`config.mk`:
```
export PLATFORM = sky130hd
export DESIGN_NAME = carrega_matrizes_flat
export DESIGN_NICKNAME = d
export VERILOG_FILES = /design/src/rtl/carrega_matrizes_if.sv /design/src/rtl/carrega_matrizes.sv /design/src/flat_wrapper.sv
export SDC_FILE = /design/constraint.sdc
export NUM_CORES = 1
export LEC_CHECK = 0
export BUFFER_PORTS_ARGS = -buffer_cell sky130_fd_sc_hd__buf_4
export CAP_MARGIN = 20
export CORE_ASPECT_RATIO = 0.6
export CORE_MARGIN = 8
export CORE_UTILIZATION = 45
export DETAILED_ROUTE_END_ITERATION = 8
export GPL_TIMING_DRIVEN = 0
export HOLD_SLACK_MARGIN = 0.02
export MAX_ROUTING_LAYER = met4
export PLACE_DENSITY = 0.74
export RECOVER_POWER = 25
export SLEW_MARGIN = 40
export SYNTH_ARGS = -nofsm -noshare
export SYNTH_HDL_FRONTEND = slang
export SYNTH_SLANG_ARGS = --single-unit
export TNS_END_PERCENT = 30
```
`constraint.sdc`:
```
create_clock -name clk -period 3.4 [get_ports clk]
set_input_delay 0.51 -clock clk [delete_from_list [all_inputs] [get_ports clk]]
set_output_delay 0.51 -clock clk [all_outputs]
set_load 0.005 [all_outputs]
```
`src/rtl/carrega_matrizes_if.sv`:
```
// Byte-wide memory read port: registered request/address out, data plus valid strobe back.
interface carrega_matrizes_if #(
  parameter int ADDR_W = 9
);
  logic [ADDR_W-1:0] mem_addr;
  logic              mem_rd;
  logic [7:0]        mem_data;
  logic              mem_valid;

  modport master (output mem_addr, mem_rd, input mem_data, mem_valid);
  modport slave  (input mem_addr, mem_rd, output mem_data, mem_valid);
endinterface

```
`src/rtl/carrega_matrizes.sv`:
```
// Loads 5x5 byte matrices A and B (plus the scalar when CARREGA_ESCALAR_EN is defined) into packed 200-bit buses.
// Latency: 1 request cycle + N>=1 wait cycles per byte; done pulses the cycle after the last capture.
// Backpressure: one outstanding read, waits indefinitely for mem_valid; start is ignored while busy.
module carrega_matrizes #(
  parameter int ADDR_W = 9
) (
  input  logic              clk,
  input  logic              rst,
  input  logic              start,
  input  logic [ADDR_W-1:0] base_a,
  input  logic [ADDR_W-1:0] base_b,
  input  logic [ADDR_W-1:0] addr_escalar,
  carrega_matrizes_if.master mem,
  output logic [199:0]      matriz_a,
  output logic [199:0]      matriz_b,
  output logic [7:0]        data_escalar,
  output logic              busy,
  output logic              done
);

  typedef enum logic [2:0] {
    IDLE,
    REQ_A,
    WAIT_A,
    REQ_B,
    WAIT_B,
`ifdef CARREGA_ESCALAR_EN
    REQ_E,
    WAIT_E,
`endif
    DONE
  } state_t;

  state_t            state, state_next;
  logic [4:0]        k, k_next;
  logic [ADDR_W-1:0] base_a_q, base_b_q;
  logic [ADDR_W-1:0] mem_addr_q, addr_base, rd_addr;
  logic              mem_rd_q, rd_next;
  logic              cap_a, cap_b;
  logic [7:0]        elem_idx;

  assign elem_idx     = {k, 3'b000};
  assign mem.mem_addr = mem_addr_q;
  assign mem.mem_rd   = mem_rd_q;
  assign busy         = (state != IDLE);
  assign done         = (state == DONE);

`ifdef CARREGA_ESCALAR_EN
  logic [ADDR_W-1:0] addr_e_q;
  logic              cap_e;
`else
  wire unused_addr_escalar = ^addr_escalar;
  assign data_escalar = 8'h00;
`endif

  always_comb begin
    state_next = state;
    k_next     = k;
    cap_a      = 1'b0;
    cap_b      = 1'b0;
`ifdef CARREGA_ESCALAR_EN
    cap_e      = 1'b0;
`endif
    case (state)
      IDLE: if (start) begin
        state_next = REQ_A;
        k_next     = '0;
      end
      REQ_A: state_next = WAIT_A;
      WAIT_A: if (mem.mem_valid) begin
        cap_a = 1'b1;
        if (k == 5'd24) begin
          k_next     = '0;
          state_next = REQ_B;
        end else begin
          k_next     = k + 5'd1;
          state_next = REQ_A;
        end
      end
      REQ_B: state_next = WAIT_B;
      WAIT_B: if (mem.mem_valid) begin
        cap_b = 1'b1;
        if (k == 5'd24) begin
          k_next = '0;
`ifdef CARREGA_ESCALAR_EN
          state_next = REQ_E;
`else
          state_next = DONE;
`endif
        end else begin
          k_next     = k + 5'd1;
          state_next = REQ_B;
        end
      end
`ifdef CARREGA_ESCALAR_EN
      REQ_E: state_next = WAIT_E;
      WAIT_E: if (mem.mem_valid) begin
        cap_e      = 1'b1;
        state_next = DONE;
      end
`endif
      DONE:    state_next = IDLE;
      default: state_next = IDLE;
    endcase
  end

  // Request and address are registered from the next state so they line up with the REQ cycle.
  // On the start edge the bases are not latched yet, so REQ_A takes base_a straight from the port.
  always_comb begin
    rd_next   = 1'b0;
    addr_base = base_a_q;
    case (state_next)
      REQ_A: begin
        rd_next   = 1'b1;
        addr_base = (state == IDLE) ? base_a : base_a_q;
      end
      REQ_B: begin
        rd_next   = 1'b1;
        addr_base = base_b_q;
      end
`ifdef CARREGA_ESCALAR_EN
      REQ_E: begin
        rd_next   = 1'b1;
        addr_base = addr_e_q;
      end
`endif
      default: ;
    endcase
  end

  assign rd_addr = addr_base + ADDR_W'(k_next);

  always_ff @(posedge clk) begin
    if (rst) begin
      state      <= IDLE;
      k          <= '0;
      mem_rd_q   <= 1'b0;
      mem_addr_q <= '0;
      base_a_q   <= '0;
      base_b_q   <= '0;
      matriz_a   <= '0;
      matriz_b   <= '0;
    end else begin
      state    <= state_next;
      k        <= k_next;
      mem_rd_q <= rd_next;
      if (rd_next) mem_addr_q <= rd_addr;
      if (state == IDLE && start) begin
        base_a_q <= base_a;
        base_b_q <= base_b;
      end
      if (cap_a) matriz_a[elem_idx +: 8] <= mem.mem_data;
      if (cap_b) matriz_b[elem_idx +: 8] <= mem.mem_data;
    end
  end

`ifdef CARREGA_ESCALAR_EN
  always_ff @(posedge clk) begin
    if (rst) begin
      addr_e_q     <= '0;
      data_escalar <= '0;
    end else begin
      if (state == IDLE && start) addr_e_q <= addr_escalar;
      if (cap_e) data_escalar <= mem.mem_data;
    end
  end
`endif

endmodule

```
`src/flat_wrapper.sv`:
```
// flat-port wrapper written by rule: the top's interface ports become plain ports
module carrega_matrizes_flat 
#(
  parameter int ADDR_W = 9
)
  (clk, rst, start, base_a, base_b, addr_escalar, matriz_a, matriz_b, data_escalar, busy, done, mem_mem_addr, mem_mem_rd, mem_mem_data, mem_mem_valid);
  carrega_matrizes_if #(.ADDR_W(ADDR_W)) mem_i ();
  input  logic clk;
  input  logic rst;
  input  logic start;
  input  logic [ADDR_W-1:0] base_a;
  input  logic [ADDR_W-1:0] base_b;
  input  logic [ADDR_W-1:0] addr_escalar;
  output logic [199:0] matriz_a;
  output logic [199:0] matriz_b;
  output logic [7:0] data_escalar;
  output logic busy;
  output logic done;
  output wire logic [$bits(mem_i.mem_addr)-1:0] mem_mem_addr;
  output wire logic [$bits(mem_i.mem_rd)-1:0] mem_mem_rd;
  input wire logic [$bits(mem_i.mem_data)-1:0] mem_mem_data;
  input wire logic [$bits(mem_i.mem_valid)-1:0] mem_mem_valid;
  assign mem_mem_addr = mem_i.mem_addr;
  assign mem_mem_rd = mem_i.mem_rd;
  assign mem_i.mem_data = mem_mem_data;
  assign mem_i.mem_valid = mem_mem_valid;
  carrega_matrizes #(.ADDR_W(ADDR_W)) u_core (.clk(clk), .rst(rst), .start(start), .base_a(base_a), .base_b(base_b), .addr_escalar(addr_escalar), .mem(mem_i), .matriz_a(matriz_a), .matriz_b(matriz_b), .data_escalar(data_escalar), .busy(busy), .done(done));
endmodule
```
==> results of run 1 <==
## kinds of logic (layout without fill, tap and decap cells)
family,Yosys count,after routing
other,1,8
and+or+nand+nor,732,732
DFF,436,436
xor gates and xnor gates,5,5
muxes,377,377
AOI/OAI and AO/OA,125,125
buffers and inverters,122,646
adders and majority gates,11,11
## state kept, by name (all words and copies together), names as in the netlist
name                 count
u_core.state             3
u_core.base_b_q          9
u_core.base_a_q          9
u_core.matriz_a        200
u_core.mem.mem_rd        1
u_core.mem.mem_addr      9
u_core.k                 5
u_core.matriz_b        200
## tightest hold or removal path: stages
cell                      delay [ns]
sky130_fd_sc_hd__buf_4          0.11
sky130_fd_sc_hd__nand2_1        0.05
sky130_fd_sc_hd__a21oi_1        0.05
## how the worst max path moves through the flow
stage	to	startpoint	cells past startpoint
2_1_floorplan	u_core.mem.mem_addr[8]$_SDFFE_PP0N_	u_core.k[0]$_SDFF_PP0_	17
3_3_place_gp	u_core.mem.mem_addr[8]$_SDFFE_PP0N_	u_core.k[0]$_SDFF_PP0_	17
3_5_place_dp	u_core.mem.mem_addr[8]$_SDFFE_PP0N_	u_core.k[0]$_SDFF_PP0_	17
4_1_cts	u_core.matriz_b[158]$_SDFFE_PP0P_	u_core.k[0]$_SDFF_PP0_	10
5_1_grt	u_core.mem.mem_addr[8]$_SDFFE_PP0N_	u_core.k[1]$_SDFF_PP0_	16
6_report	u_core.matriz_b[158]$_SDFFE_PP0P_	u_core.k[1]$_SDFF_PP0_	10
## power breakdown
group | internal (mW) | leakage, nW | total, mW | switching (mW)
Sequential | 5.14 | 3.52 | 5.16 | 0.0218
Clock | 2.90 | 0.701 | 4.93 | 2.03
Combinational | 0.170 | 6.34 | 0.553 | 0.383
Total | 8.21 | 10.6 | 10.6 | 2.43
## metrics by stage
step	hold WS, ns	total power [mW]	area, sq um	setup WS (ns)	cells
after floorplan	0.4313	5.548	17490	0.04198	1816
after global placement	0.4440	5.763	21410	-0.7682	2773
after detailed placement	0.4483	5.772	21440	-0.8139	2774
after CTS	0.1941	10.66	23020	-0.1051	2849
after global routing	0.1944	10.95	23180	-0.06688	2862
final	0.2153	10.64	23180	0.02612	2862
## cell usage in the layout (no fill, tap or decap), types with 6 or more instances in the layout
master and count:
sky130_fd_sc_hd__a21oi_1 61, sky130_fd_sc_hd__nor3_4 9, sky130_fd_sc_hd__nor2_2 10, sky130_fd_sc_hd__ha_1 8, sky130_fd_sc_hd__clkbuf_2 8, sky130_fd_sc_hd__nand3_2 9
sky130_fd_sc_hd__buf_4 466, sky130_fd_sc_hd__and3_1 30, sky130_fd_sc_hd__clkbuf_16 43, sky130_fd_sc_hd__nand2_1 117, sky130_fd_sc_hd__conb_1 8, sky130_fd_sc_hd__and2_1 35
sky130_fd_sc_hd__mux2i_1 374, sky130_fd_sc_hd__buf_1 6, sky130_fd_sc_hd__nor3_1 26, sky130_fd_sc_hd__nor2_4 12, sky130_fd_sc_hd__buf_2 10, sky130_fd_sc_hd__inv_1 6
sky130_fd_sc_hd__a21o_1 6, sky130_fd_sc_hd__bufinv_16 6, sky130_fd_sc_hd__clkbuf_1 73, sky130_fd_sc_hd__o21ai_0 14, sky130_fd_sc_hd__clkbuf_8 6, sky130_fd_sc_hd__nor2b_1 8
sky130_fd_sc_hd__nand3_1 30, sky130_fd_sc_hd__dfxtp_1 434, sky130_fd_sc_hd__clkinv_2 8, sky130_fd_sc_hd__nor2_1 408
## metal layers
layer	vias up	routed length [um]	global-route usage (%)
li1	7102	-	-
met1	7560	29740	37.66
met2	615	30450	44.23
met3	105	4994	6.059
met4	0	1817	7.776
met5	-	0	-
## layout make-up
cell class | count | area share [%]
sequential | 436 | 37.69
multi-input combinational | 1258 | 36.09
timing repair buffer | 453 | 14.71
clock buffer | 55 | 5.096
tap | 522 | 2.818
buffer | 113 | 2.375
clock inverter | 18 | 1.085
inverter | 7 | 0.1350
## timing repair
| item | in CTS | in global routing |
|---|---|---|
| pin swaps | 6 | 14 |
| setup endpoints to repair | 81 | 23 |
| setup buffers | 3 | 14 |
| resized for setup | 35 | 18 |
| gates cloned | 0 | 0 |
==> impl_summary.txt, run 1 <==
----------------------------------------------------
[Floorplanning]
  Total die area ... 0.04558 sq mm
  Die Y ... 168.6 um
  Initial core utilization ... 45.15%
  Chip Width ... 270.3 um
  Total number of placement rows ... 56
  Placeable Area ... 0.03868 sq mm
  Boundary pin count ... 459

[Placed design]
  Port Buffers ... 435
  HPWL after detailed placement ... 51440 um
  Routability Congestion ... 0.9042

[Clocking]
  Number of buffers inserted by hold repair at cts ... 0
  Clock sink count ... 436
  CTS H-Tree Depth ... 2
  Clock tree from TritonCTS ... done
  Clock-pin slew reported for the worst setup and hold paths after clock tree synthesis ... 0.07 ns
  Worst skew pair latency ... 0.55 ns
  CTS Root Cell ... sky130_fd_sc_hd__clkbuf_16
  CTS buffer count ... 42
  Max Root-Sink Buffers ... 3

[Synth]
  Top post-synthesis cells by area ... sky130_fd_sc_hd__dfxtp_1 50%, sky130_fd_sc_hd__mux2i_1 21%, sky130_fd_sc_hd__nor2_1 8.8%
  Main combinational cell family by area after synthesis ... multiplexers
  Post-synthesis instance total ... 1809
  Post-synthesis share of cell area spent on xor and xnor gates ... 0.2508%
  Mux cell area share after synthesis ... 21.63%
  Fraction of synthesis flops using an asynchronous set or reset pin ... 0%
  Fraction of the mapped netlist area in simple logic gates ... 19.80%
  Compound-Gate Fraction of Synth Area ... 4.327%
  Top cell type's share of synthesized area ... 49.98%
  Top_reg_cell synth ... sky130_fd_sc_hd__dfxtp_1
  Largest area contributor in the netlist ... sky130_fd_sc_hd__dfxtp_1
  Number of flops mapped to enable cells by yosys ... 0
  Seq/Total Area, Yosys ... 49.98%
  Number of distinct library cell variants in the gate-level netlist after synthesis ... 69
  Synthesis-stage register bit count ... 436
  Commonest cells post-synth ... 436 x sky130_fd_sc_hd__dfxtp_1, 410 x sky130_fd_sc_hd__nor2_1, 374 x sky130_fd_sc_hd__mux2i_1
  Post-Syn Area ... 0.01746 sq mm
  Syn_area_per_cell ... 9.654 sq um
  Number of warnings printed during yosys synthesis ... 0
  Post-Synth Adder-Cell Area ... 0.8311%
  Leading cell type by number of instances after synthesis ... sky130_fd_sc_hd__dfxtp_1

[GRT]
  Total routing usage reported by global routing ... 28.50%
  Global-route wire length before repair ... 98010 um
  Initial antenna violation count ... 0
  Overflow left after global routing ... 0
  Maximum number of pins on one net before global-route repair ... 16
  Number of global-route vias before repair ... 15240

[Critical path]
  Total buffers and inverters traversed by the critical path ... 4
  Critical Path Sink Type ... flip-flop
  RR Endpoint ... u_core.matriz_b[158]$_SDFFE_PP0P_
  Arrival @ worst endpoint ... 3.83 ns
  Biggest fanout along the worst timing path ... 10
  Crit Path Class ... reg -> reg
  Flop-to-flop setup slack ... 0.03 ns
  Crit-path cells ... inv_1 -> ha_2 -> buf_6 -> buf_4 -> xnor2_2 -> clkbuf_1 -> nand2_1 -> nor3_1 -> nand3_1 -> a21oi_1
  R2r startpoint ... u_core.k[1]$_SDFF_PP0_
  CP Launch Type ... flip-flop
  Path depth of the worst reg2reg path ... 10
  Data required time at the worst endpoint ... 3.86 ns
  Slowest cell on the critical path ... sky130_fd_sc_hd__nor3_1
  CP max stage delay ... 0.68 ns
  Dominant delay contributor by cell family on the critical path ... simple AND/OR/NAND/NOR gates

[Final layout]
  Fill cell count ... 3344
  Net total in the final layout ... 2361
  Total area of multi-input combinational cells ... 0.008366 sq mm
  Synth-to-layout area growth ... 32.71%
  Number of diodes ... 0
  Sequential cell area ... 0.008736 sq mm
  Ratio of cells with drive above 1 in the final layout ... 27.39%
  Final core area utilization ... 59.92%

[Detailed routing]
  Mean routed wirelength per cell ... 23.41 um
  Residual DRC ... 0
  Avg Vias per Cell ... 5.375
  First-pass iteration count of the detailed router ... 5
  Count of nets left with antenna violations after detail routing ... 0
  WL final ... 67010 um
  Via count ... 15380
  Number of violations reported at the end of detailed-routing iteration 0 ... 1370

[Pwr]
  Leakage component of the power ... 10.56 nW
  Peak ir drop on the vdd network ... 0.2787 mV
  PD cells ... 459.0 mW/mm^2

[Timing]
  Minimum clock period ... 3.374 ns
  Hold Violations, Final ... 0
  Max-Slew Margin vs Limit ... 39.95%
  Sum of negative setup slack ... 0 ns
  Unrepaired setup endpoints after global routing ... yes
  Pins over their slew limit ... 0
  Fin crit share ... 99.23%
  Maximum clock frequency ... 296.4 MHz
  Least-Margin Pin Slew ... 0.9007 ns
  Worst clock skew ... 0.01745 ns
  Final setup violation count ... 0

[Hold path]
  Hold path endpoint ... u_core.base_b_q[3]$_SDFFE_PP0P_
  Hold_sp ... base_b[3]
  Hold path depth ... 3
  Hold crit path type ... in -> reg

[Outcome]
  Run status ... finished clean

[Flow run]
  Max_cap viols ... 0

----------------------------------------------------
(Power assumes the default switching activity.)
==> run 2: changes to the inputs <==
--- a/config.mk
+++ b/config.mk
@@ -15,8 +15,6 @@
 export HOLD_SLACK_MARGIN = 0.02
 export MAX_ROUTING_LAYER = met4
 export PLACE_DENSITY = 0.74
-export RECOVER_POWER = 25
-export SLEW_MARGIN = 40
 export SYNTH_ARGS = -nofsm -noshare
 export SYNTH_HDL_FRONTEND = slang
 export SYNTH_SLANG_ARGS = --single-unit
==> run 2 against run 1 <==
  * Critical path depth grew 6
  * Clock skew is 0.0089 ns higher
  * Critical endpoint is now u_core.mem.mem_addr[8]$_SDFFE_PP0N_
  * First-iteration DRC count is 11% higher
  * Sequential power is essentially flat
  * Global-route usage rose by 0.050 points
  * Largest power group unchanged
  * Largest cell class unchanged
  * Final cell count is 0.35% lower
  * Maximum frequency decreased by 1.8%
  * Clock power fell by 2%
  * Combinational power down 2%
  * Non-clock buffer count is 7 lower
  * Core utilization is 0.25 points lower
  * The flow now finishes with violations (setup timing)
  * Sequential share of layout area grew 0.15 points
==> impl_summary.txt, run 2 (synthesis results as in run 1) <==
----------------------------------------------------
[Placed design]
  # placed instances ... 2773 (was 2774)
  Port Buffers ... 435 (unchanged)
  Routability Congestion ... 0.9042 (unchanged)
  DP Area ... 0.02141 sq mm (was 0.02144 sq mm)
  HPWL after detailed placement ... 51390 um (was 51440 um)

[Critical path]
  Critical Path Source ... u_core.k[0]$_SDFF_PP0_ (was u_core.k[1]$_SDFF_PP0_)
  Critical Path Sink Type ... flip-flop (unchanged)
  Arrival @ worst endpoint ... 3.92 ns (was 3.83 ns)
  Crit Path Class ... reg -> reg (unchanged)
  Biggest fanout along the worst timing path ... 15 (was 10)
  Path depth of the worst reg2reg path ... 16 (was 10)
  Data required time at the worst endpoint ... 3.88 ns (was 3.86 ns)
  CP Launch Type ... flip-flop (unchanged)
  R2r startpoint ... u_core.k[0]$_SDFF_PP0_ (was u_core.k[1]$_SDFF_PP0_)

[Floorplanning]
  Initial core utilization ... 45.15% (unchanged)
  Total die area ... 0.04558 sq mm (unchanged)
  Boundary pin count ... 459 (unchanged)
  Total number of placement rows ... 56 (unchanged)
  Placeable Area ... 0.03868 sq mm (unchanged)
  Die Y ... 168.6 um (unchanged)
  Chip Width ... 270.3 um (unchanged)

[Outcome]
  Run status ... complete, but fails checks (was finished clean)
  Violated checks ... setup timing

[Hold path]
  Hold crit path type ... in -> reg (unchanged)
  Hold path depth ... 3 (unchanged)
  Hold_sp ... base_b[0] (was base_b[3])

[Final layout]
  Finished Layout Cells ... 2852 (was 2862)
  Synth-to-layout area growth ... 32.15% (was 32.71%)
  Finished layout cell area ... 0.02308 sq mm (was 0.02318 sq mm)
  Commonest cells after routing, fill and taps aside ... 460 x sky130_fd_sc_hd__buf_4, 434 x sky130_fd_sc_hd__dfxtp_1, 408 x sky130_fd_sc_hd__nor2_1 (was 466 x sky130_fd_sc_hd__buf_4, 434 x sky130_fd_sc_hd__dfxtp_1, 408 x sky130_fd_sc_hd__nor2_1)
  Final core area utilization ... 59.67% (was 59.92%)
  Regs by FF count ... u_core.matriz_a x200, u_core.matriz_b x200 (unchanged)
  Ratio of cells with drive above 1 in the final layout ... 27.12% (was 27.39%)
  Net total in the final layout ... 2354 (was 2361)
  Number of diodes ... 0 (unchanged)
  Commonest non-fill, non-tap cell in the layout ... sky130_fd_sc_hd__buf_4 (unchanged)
  Fill cell count ... 3380 (was 3344)

[Timing]
  Pins over their slew limit ... 0 (unchanged)
  Worst path setup slack after routing ... -0.03685 ns (was 0.02612 ns)
  Least-Margin Pin Slew ... 1.090 ns (was 0.9007 ns)
  Maximum clock frequency ... 291.0 MHz (was 296.4 MHz)
  Minimum clock period ... 3.437 ns (was 3.374 ns)
  Unrepaired setup endpoints after global routing ... yes (unchanged)
  Hold Violations, Final ... 0 (unchanged)
  Fin crit share ... 101.1% (was 99.23%)
  Worst clock skew ... 0.02631 ns (was 0.01745 ns)
  Final setup violation count ... 2 (was 0)
  Sum of negative setup slack ... -0.03748 ns (was 0 ns)
  Max-Slew Margin vs Limit ... 27.36% (was 39.95%)

[Clocking]
  Clock tree from TritonCTS ... done (unchanged)
  CTS H-Tree Depth ... 2 (unchanged)
  Worst skew pair latency ... 0.55 ns (about the same)
  Clock-pin slew reported for the worst setup and hold paths after clock tree synthesis ... 0.07 ns (about the same)
  CTS buffer count ... 42 (unchanged)
  Max Root-Sink Buffers ... 3 (unchanged)
  Clock sink count ... 436 (unchanged)
  CTS Root Cell ... sky130_fd_sc_hd__clkbuf_16 (unchanged)

[GRT]
  Total routing usage reported by global routing ... 28.55% (was 28.50%)
  Number of global-route vias before repair ... 15250 (was 15240)
  Met1 Use GR ... 37.62% (was 37.66%)
  Global-route wire length before repair ... 97990 um (was 98010 um)
  Met2 usage in global routing ... 44.07% (was 44.23%)
  GR Util met3 ... 6.989% (was 6.059%)
  Maximum number of pins on one net before global-route repair ... 15 (was 16)
  Initial antenna violation count ... 0 (unchanged)
  Global route hottest layer ... met2 (unchanged)
  Overflow left after global routing ... 0 (unchanged)

[Pwr]
  Peak ir drop on the vdd network ... 0.3133 mV (was 0.2787 mV)
  Total design power ... 10.56 mW (was 10.64 mW)
  Leakage component of the power ... 10.49 nW (was 10.56 nW)
  PD cells ... 457.4 mW/mm^2 (was 459.0 mW/mm^2)

[Detailed routing]
  Avg Vias per Cell ... 5.418 (was 5.375)
  Count of nets left with antenna violations after detail routing ... 0 (unchanged)
  Mean routed wirelength per cell ... 23.69 um (was 23.41 um)
  WL final ... 67560 um (was 67010 um)
  First-pass iteration count of the detailed router ... 9 (was 5)
  Residual DRC ... 0 (unchanged)
  Number of violations reported at the end of detailed-routing iteration 0 ... 1518 (was 1370)
  Via count ... 15450 (was 15380)

[Flow run]
  Max_cap viols ... 0 (unchanged)

----------------------------------------------------
[run 2: changes by cell type in the layout (fill, tap and decap cells not counted), sizes merged]
cell / change
clkbuf: -3
clkinvlp: -1
bufinv: -2
buf: -4
[run 2: path summary, 6_finish.rpt]
kind / end / slack (ns)
setup / recovery: u_core.mem.mem_addr[8]$_SDFFE_PP0N_ / -0.04
hold / removal: u_core.base_b_q[0]$_SDFFE_PP0P_ / 0.21
setup reg to reg: u_core.mem.mem_addr[8]$_SDFFE_PP0N_ / -0.04
hold reg to reg: u_core.base_a_q[8]$_SDFFE_PP0P_ / 0.46
[run 2: critical path: stages (launching register included)]
cell	delay [ns]
sky130_fd_sc_hd__dfxtp_4	0.41
sky130_fd_sc_hd__inv_6	0.09
sky130_fd_sc_hd__ha_2	0.17
sky130_fd_sc_hd__buf_6	0.11
sky130_fd_sc_hd__nand4b_4	0.17
sky130_fd_sc_hd__a21oi_4	0.25
sky130_fd_sc_hd__o2bb2ai_4	0.19
sky130_fd_sc_hd__a22oi_2	0.12
sky130_fd_sc_hd__o21ai_2	0.25
sky130_fd_sc_hd__ha_2	0.24
sky130_fd_sc_hd__fa_2	0.21
sky130_fd_sc_hd__a21o_1	0.13
sky130_fd_sc_hd__a21oi_2	0.07
sky130_fd_sc_hd__nor2b_1	0.16
sky130_fd_sc_hd__o211ai_2	0.12
sky130_fd_sc_hd__or4_1	0.49
sky130_fd_sc_hd__a31oi_1	0.16
[run 2: per-stage QoR]
stage / hold WS (ns) / setup slack (ns)
finish: 0.2103 / -0.03685
global placement: 0.4440 / -0.7682
floorplan: 0.4313 / 0.04198
global route: 0.2050 / -0.1130
CTS: 0.1959 / -0.02433
detailed placement: 0.4483 / -0.7894
[run 2: power by group]
group	leakage, nW	total (mW)	internal [mW]	switching (mW)
sequential	3.52	5.16	5.14	0.0226
combinational	6.28	0.544	0.161	0.383
clock	0.697	4.85	2.82	2.03
[run 2: final cells by class]
cell class / count / area [sq um] / share of cell area (%)
sequential: 436 / 8733 / 37.84
multi-input combinational: 1258 / 8367 / 36.25
timing repair buffer: 446 / 3356 / 14.54
clock buffer: 55 / 1221 / 5.291
tap: 522 / 653.1 / 2.830
buffer: 113 / 534.3 / 2.315
clock inverter: 15 / 183.9 / 0.7969
inverter: 7 / 31.28 / 0.1355
[run 2: layer usage]
layer | vias up | wire length [um]
met2 | 661 | 30630
met1 | 7630 | 29770
met3 | 93 | 5523
met5 | - | 0
met4 | 0 | 1639
li1 | 7068 | -
[run 2: what timing repair did]
item	in CTS	in global routing
endpoints found under the hold margin	0	0
setup endpoints to repair	85	64
hold buffers	0	0
pin swaps	11	9
gates resized for setup	38	19
setup buffers	4	5
==> run 3: changes to the inputs <==
--- a/config.mk
+++ b/config.mk
@@ -9,12 +9,13 @@
 export CAP_MARGIN = 20
 export CORE_ASPECT_RATIO = 0.6
 export CORE_MARGIN = 8
-export CORE_UTILIZATION = 45
+export CORE_UTILIZATION = 35
 export DETAILED_ROUTE_END_ITERATION = 8
 export GPL_TIMING_DRIVEN = 0
 export HOLD_SLACK_MARGIN = 0.02
 export MAX_ROUTING_LAYER = met4
-export PLACE_DENSITY = 0.74
+export PLACE_DENSITY = 0.61
+export RECOVER_POWER = 50
 export SYNTH_ARGS = -nofsm -noshare
 export SYNTH_HDL_FRONTEND = slang
 export SYNTH_SLANG_ARGS = --single-unit
==> run 3 against run 2 <==
  * The run now ends clean
  * First-iteration DRC count down 32%
  * Final cell count up 4.5%
  * Count of clock-buffer cells in the layout unchanged
  * Flip-flop and latch count unchanged
  * Total power down 2.1%
  * Die area up 26%
  * Clock skew down 0.0031 ns
  * Register-to-register slack better by 0.07 ns
  * Critical path depth down 6
  * Setup slack better by 0.070 ns
  * Critical path type unchanged
  * Largest power group unchanged
==> impl_summary.txt, run 3 (synthesis results as in run 1) <==
----------------------------------------------------
[Clocking]
  Clock-pin slew reported for the worst setup and hold paths after clock tree synthesis ... 0.07 ns (about the same)
  CTS buffer count ... 42 (unchanged)
  CTS H-Tree Depth ... 2 (unchanged)
  Number of buffers inserted by hold repair at cts ... 0 (unchanged)
  Clock sink count ... 436 (unchanged)
  Worst skew pair latency ... 0.56 ns (was 0.55 ns)
  Max Root-Sink Buffers ... 3 (unchanged)
  CTS Root Cell ... sky130_fd_sc_hd__clkbuf_16 (unchanged)
  Clock tree from TritonCTS ... done (unchanged)

[GRT]
  Total routing usage reported by global routing ... 23.69% (was 28.55%)
  Overflow left after global routing ... 0 (unchanged)
  Global-route wire length before repair ... 101100 um (was 97990 um)
  Number of global-route vias before repair ... 14970 (was 15250)
  Initial antenna violation count ... 3 (was 0)
  Maximum number of pins on one net before global-route repair ... 16 (was 15)

[Timing]
  Pins over their slew limit ... 0 (unchanged)
  Hold Violations, Final ... 0 (unchanged)
  Worst clock skew ... 0.02324 ns (was 0.02631 ns)
  Maximum clock frequency ... 297.1 MHz (was 291.0 MHz)
  Max-Slew Margin vs Limit ... 28.11% (was 27.36%)
  Least-Margin Pin Slew ... 1.078 ns (was 1.090 ns)
  Sum of negative setup slack ... 0 ns (was -0.03748 ns)
  Final setup violation count ... 0 (was 2)
  Worst path setup slack after routing ... 0.03362 ns (was -0.03685 ns)
  Fin crit share ... 99.01% (was 101.1%)
  Minimum clock period ... 3.366 ns (was 3.437 ns)
  Unrepaired setup endpoints after global routing ... yes (unchanged)

[Critical path]
  Critical Path Sink Type ... flip-flop (unchanged)
  Biggest fanout along the worst timing path ... 10 (was 15)
  Crit Path Class ... reg -> reg (unchanged)
  CP Launch Type ... flip-flop (unchanged)
  Data required time at the worst endpoint ... 3.81 ns (was 3.88 ns)
  Arrival @ worst endpoint ... 3.78 ns (was 3.92 ns)

[Detailed routing]
  WL final ... 69820 um (was 67560 um)
  Avg Vias per Cell ... 5.020 (was 5.418)
  Number of violations reported at the end of detailed-routing iteration 0 ... 1025 (was 1518)
  Highest layer used for signal routing ... met4 (unchanged)
  Met1 Routed Length ... 32750 um (was 29770 um)
  Met2 WL post-DR ... 30670 um (was 30630 um)
  Mean routed wirelength per cell ... 23.43 um (was 23.69 um)
  First-pass iteration count of the detailed router ... 5 (was 9)
  Residual DRC ... 0 (unchanged)
  Count of nets left with antenna violations after detail routing ... 0 (unchanged)
  Via count ... 14960 (was 15450)
  Routed length on met3 ... 5125 um (was 5523 um)

[Final layout]
  Finished layout cell area ... 0.02251 sq mm (was 0.02308 sq mm)
  Regs by FF count ... u_core.matriz_a x200, u_core.matriz_b x200 (unchanged)
  Total area of multi-input combinational cells ... 0.008341 sq mm (was 0.008367 sq mm)
  Fill cell count ... 4863 (was 3380)
  Commonest cells after routing, fill and taps aside ... 434 x sky130_fd_sc_hd__dfxtp_1, 407 x sky130_fd_sc_hd__nor2_1, 374 x sky130_fd_sc_hd__mux2i_1 (was 460 x sky130_fd_sc_hd__buf_4, 434 x sky130_fd_sc_hd__dfxtp_1, 408 x sky130_fd_sc_hd__nor2_1)
  Synth-to-layout area growth ... 28.86% (was 32.15%)
  Commonest non-fill, non-tap cell in the layout ... sky130_fd_sc_hd__dfxtp_1 (was sky130_fd_sc_hd__buf_4)
  Sequential cell area ... 0.008736 sq mm (was 0.008733 sq mm)
  Ratio of cells with drive above 1 in the final layout ... 19.67% (was 27.12%)
  Final core area utilization ... 45.61% (was 59.67%)
  Net total in the final layout ... 2353 (was 2354)

[Placed design]
  Routability Congestion ... 0.8586 (was 0.9042)
  Port Buffers ... 435 (unchanged)
  DP Area ... 0.02159 sq mm (was 0.02141 sq mm)
  HPWL after detailed placement ... 54080 um (was 51390 um)
  Worst slack at placement ... -0.7469 ns (was -0.7894 ns)

[Hold path]
  Hold crit path type ... in -> reg (unchanged)

[Flow run]
  Max_cap viols ... 0 (unchanged)

[Floorplanning]
  Die Y ... 189.0 um (was 168.6 um)
  Total number of placement rows ... 63 (was 56)
  Total die area ... 0.05754 sq mm (was 0.04558 sq mm)
  Initial core utilization ... 35.39% (was 45.15%)
  Chip Width ... 304.4 um (was 270.3 um)
  Boundary pin count ... 459 (unchanged)
  Placeable Area ... 0.04934 sq mm (was 0.03868 sq mm)

[Pwr]
  PD cells ... 459.1 mW/mm^2 (was 457.4 mW/mm^2)
  Sequential share of power ... 49.9% (was 48.9%)
  Leakage component of the power ... 9.596 nW (was 10.49 nW)
  Logic pwr share ... 5.2% (about the same)
  Part of the total power dissipated in the clock network ... 44.9% (was 46.0%)
  Peak ir drop on the vdd network ... 0.2780 mV (was 0.3133 mV)
  Total design power ... 10.33 mW (was 10.56 mW)
  Sw Pwr ... 2.447 mW (was 2.438 mW)
  Switching part of the total power ... 23.68% (was 23.10%)
  Internal power ... 7.886 mW (was 8.119 mW)

[Outcome]
  Run status ... finished clean (was complete, but fails checks)

----------------------------------------------------
## run 3: cell types whose count changed in the layout (fill, tap and decap cells not counted), moves of 2 or more
cell and change:
sky130_fd_sc_hd__buf_1 -3, sky130_fd_sc_hd__buf_2 -2, sky130_fd_sc_hd__buf_4 -409, sky130_fd_sc_hd__bufinv_16 -2, sky130_fd_sc_hd__clkbuf_1 +171, sky130_fd_sc_hd__clkbuf_2 +2
sky130_fd_sc_hd__clkbuf_4 +244, sky130_fd_sc_hd__clkbuf_8 -5, sky130_fd_sc_hd__diode_2 +2, sky130_fd_sc_hd__nor3_1 +5, sky130_fd_sc_hd__nor3_2 -5
## run 3: timing repair
item                       4_1_cts  5_1_grt
setup endpoints to repair      198       55
cloned                           0        0
resized for setup               32       18
pin swaps                        6       11
buffers inserted                 3        5
## run 3: power by group through the flow
stage | sequential (mW) | clock [mW] | combinational [mW]
after detailed placement | 5.27 | 0 | 0.512
after floorplan | 5.27 | 0 | 0.282
final | 5.16 | 4.64 | 0.539
after global placement | 5.27 | 0 | 0.505
after CTS | 5.16 | 4.74 | 0.531
after global routing | 5.15 | 4.96 | 0.576
## run 3: through the flow
step | cells | hold WS [ns]
detailed placement | 2903 | 0.4492
global route | 2979 | 0.1813
finish | 2980 | 0.2039
CTS | 2973 | 0.1822
floorplan | 1816 | 0.4313
global placement | 2901 | 0.4434
## run 3: final cells by class
class / count / area share [%]
Sequential cell: 436 / 38.82
Multi-Input combinational cell: 1258 / 37.06
Timing Repair Buffer: 445 / 12.13
Clock buffer: 55 / 5.248
Tap cell: 650 / 3.614
Buffer: 113 / 2.380
Clock inverter: 14 / 0.6060
Inverter: 7 / 0.1279
Antenna cell: 2 / 0.02224
## run 3: routing by layer
| metal | global-route usage [%] | vias to the layer above |
|---|---|---|
| li1 | - | 7098 |
| met1 | 31.61 | 7265 |
| met2 | 36.26 | 514 |
| met3 | 6.357 | 83 |
| met4 | 4.442 | 0 |
| met5 | - | - |
## run 3: path summary, 6_finish.rpt
kind	startpoint	end	slack, ns	cells after the start
min reg2reg	u_core.base_a_q[8]$_SDFFE_PP0P_	u_core.base_a_q[8]$_SDFFE_PP0P_	0.46	2
min	base_b[5]	u_core.base_b_q[5]$_SDFFE_PP0P_	0.20	3
max reg2reg	u_core.k[0]$_SDFF_PP0_	u_core.matriz_a[172]$_SDFFE_PP0P_	0.03	10
max	u_core.k[0]$_SDFF_PP0_	u_core.matriz_a[172]$_SDFFE_PP0P_	0.03	10
## run 3: worst max-delay path: stages (launching register included)
cell	delay, ns
sky130_fd_sc_hd__dfxtp_4	0.36
sky130_fd_sc_hd__inv_4	0.07
sky130_fd_sc_hd__ha_2	0.18
sky130_fd_sc_hd__buf_6	0.13
sky130_fd_sc_hd__nor2b_1	0.31
sky130_fd_sc_hd__nand2_1	0.34
sky130_fd_sc_hd__nand2_1	0.36
sky130_fd_sc_hd__buf_1	0.81
sky130_fd_sc_hd__nor3_1	0.34
sky130_fd_sc_hd__mux2i_1	0.25
sky130_fd_sc_hd__nor2_1	0.06
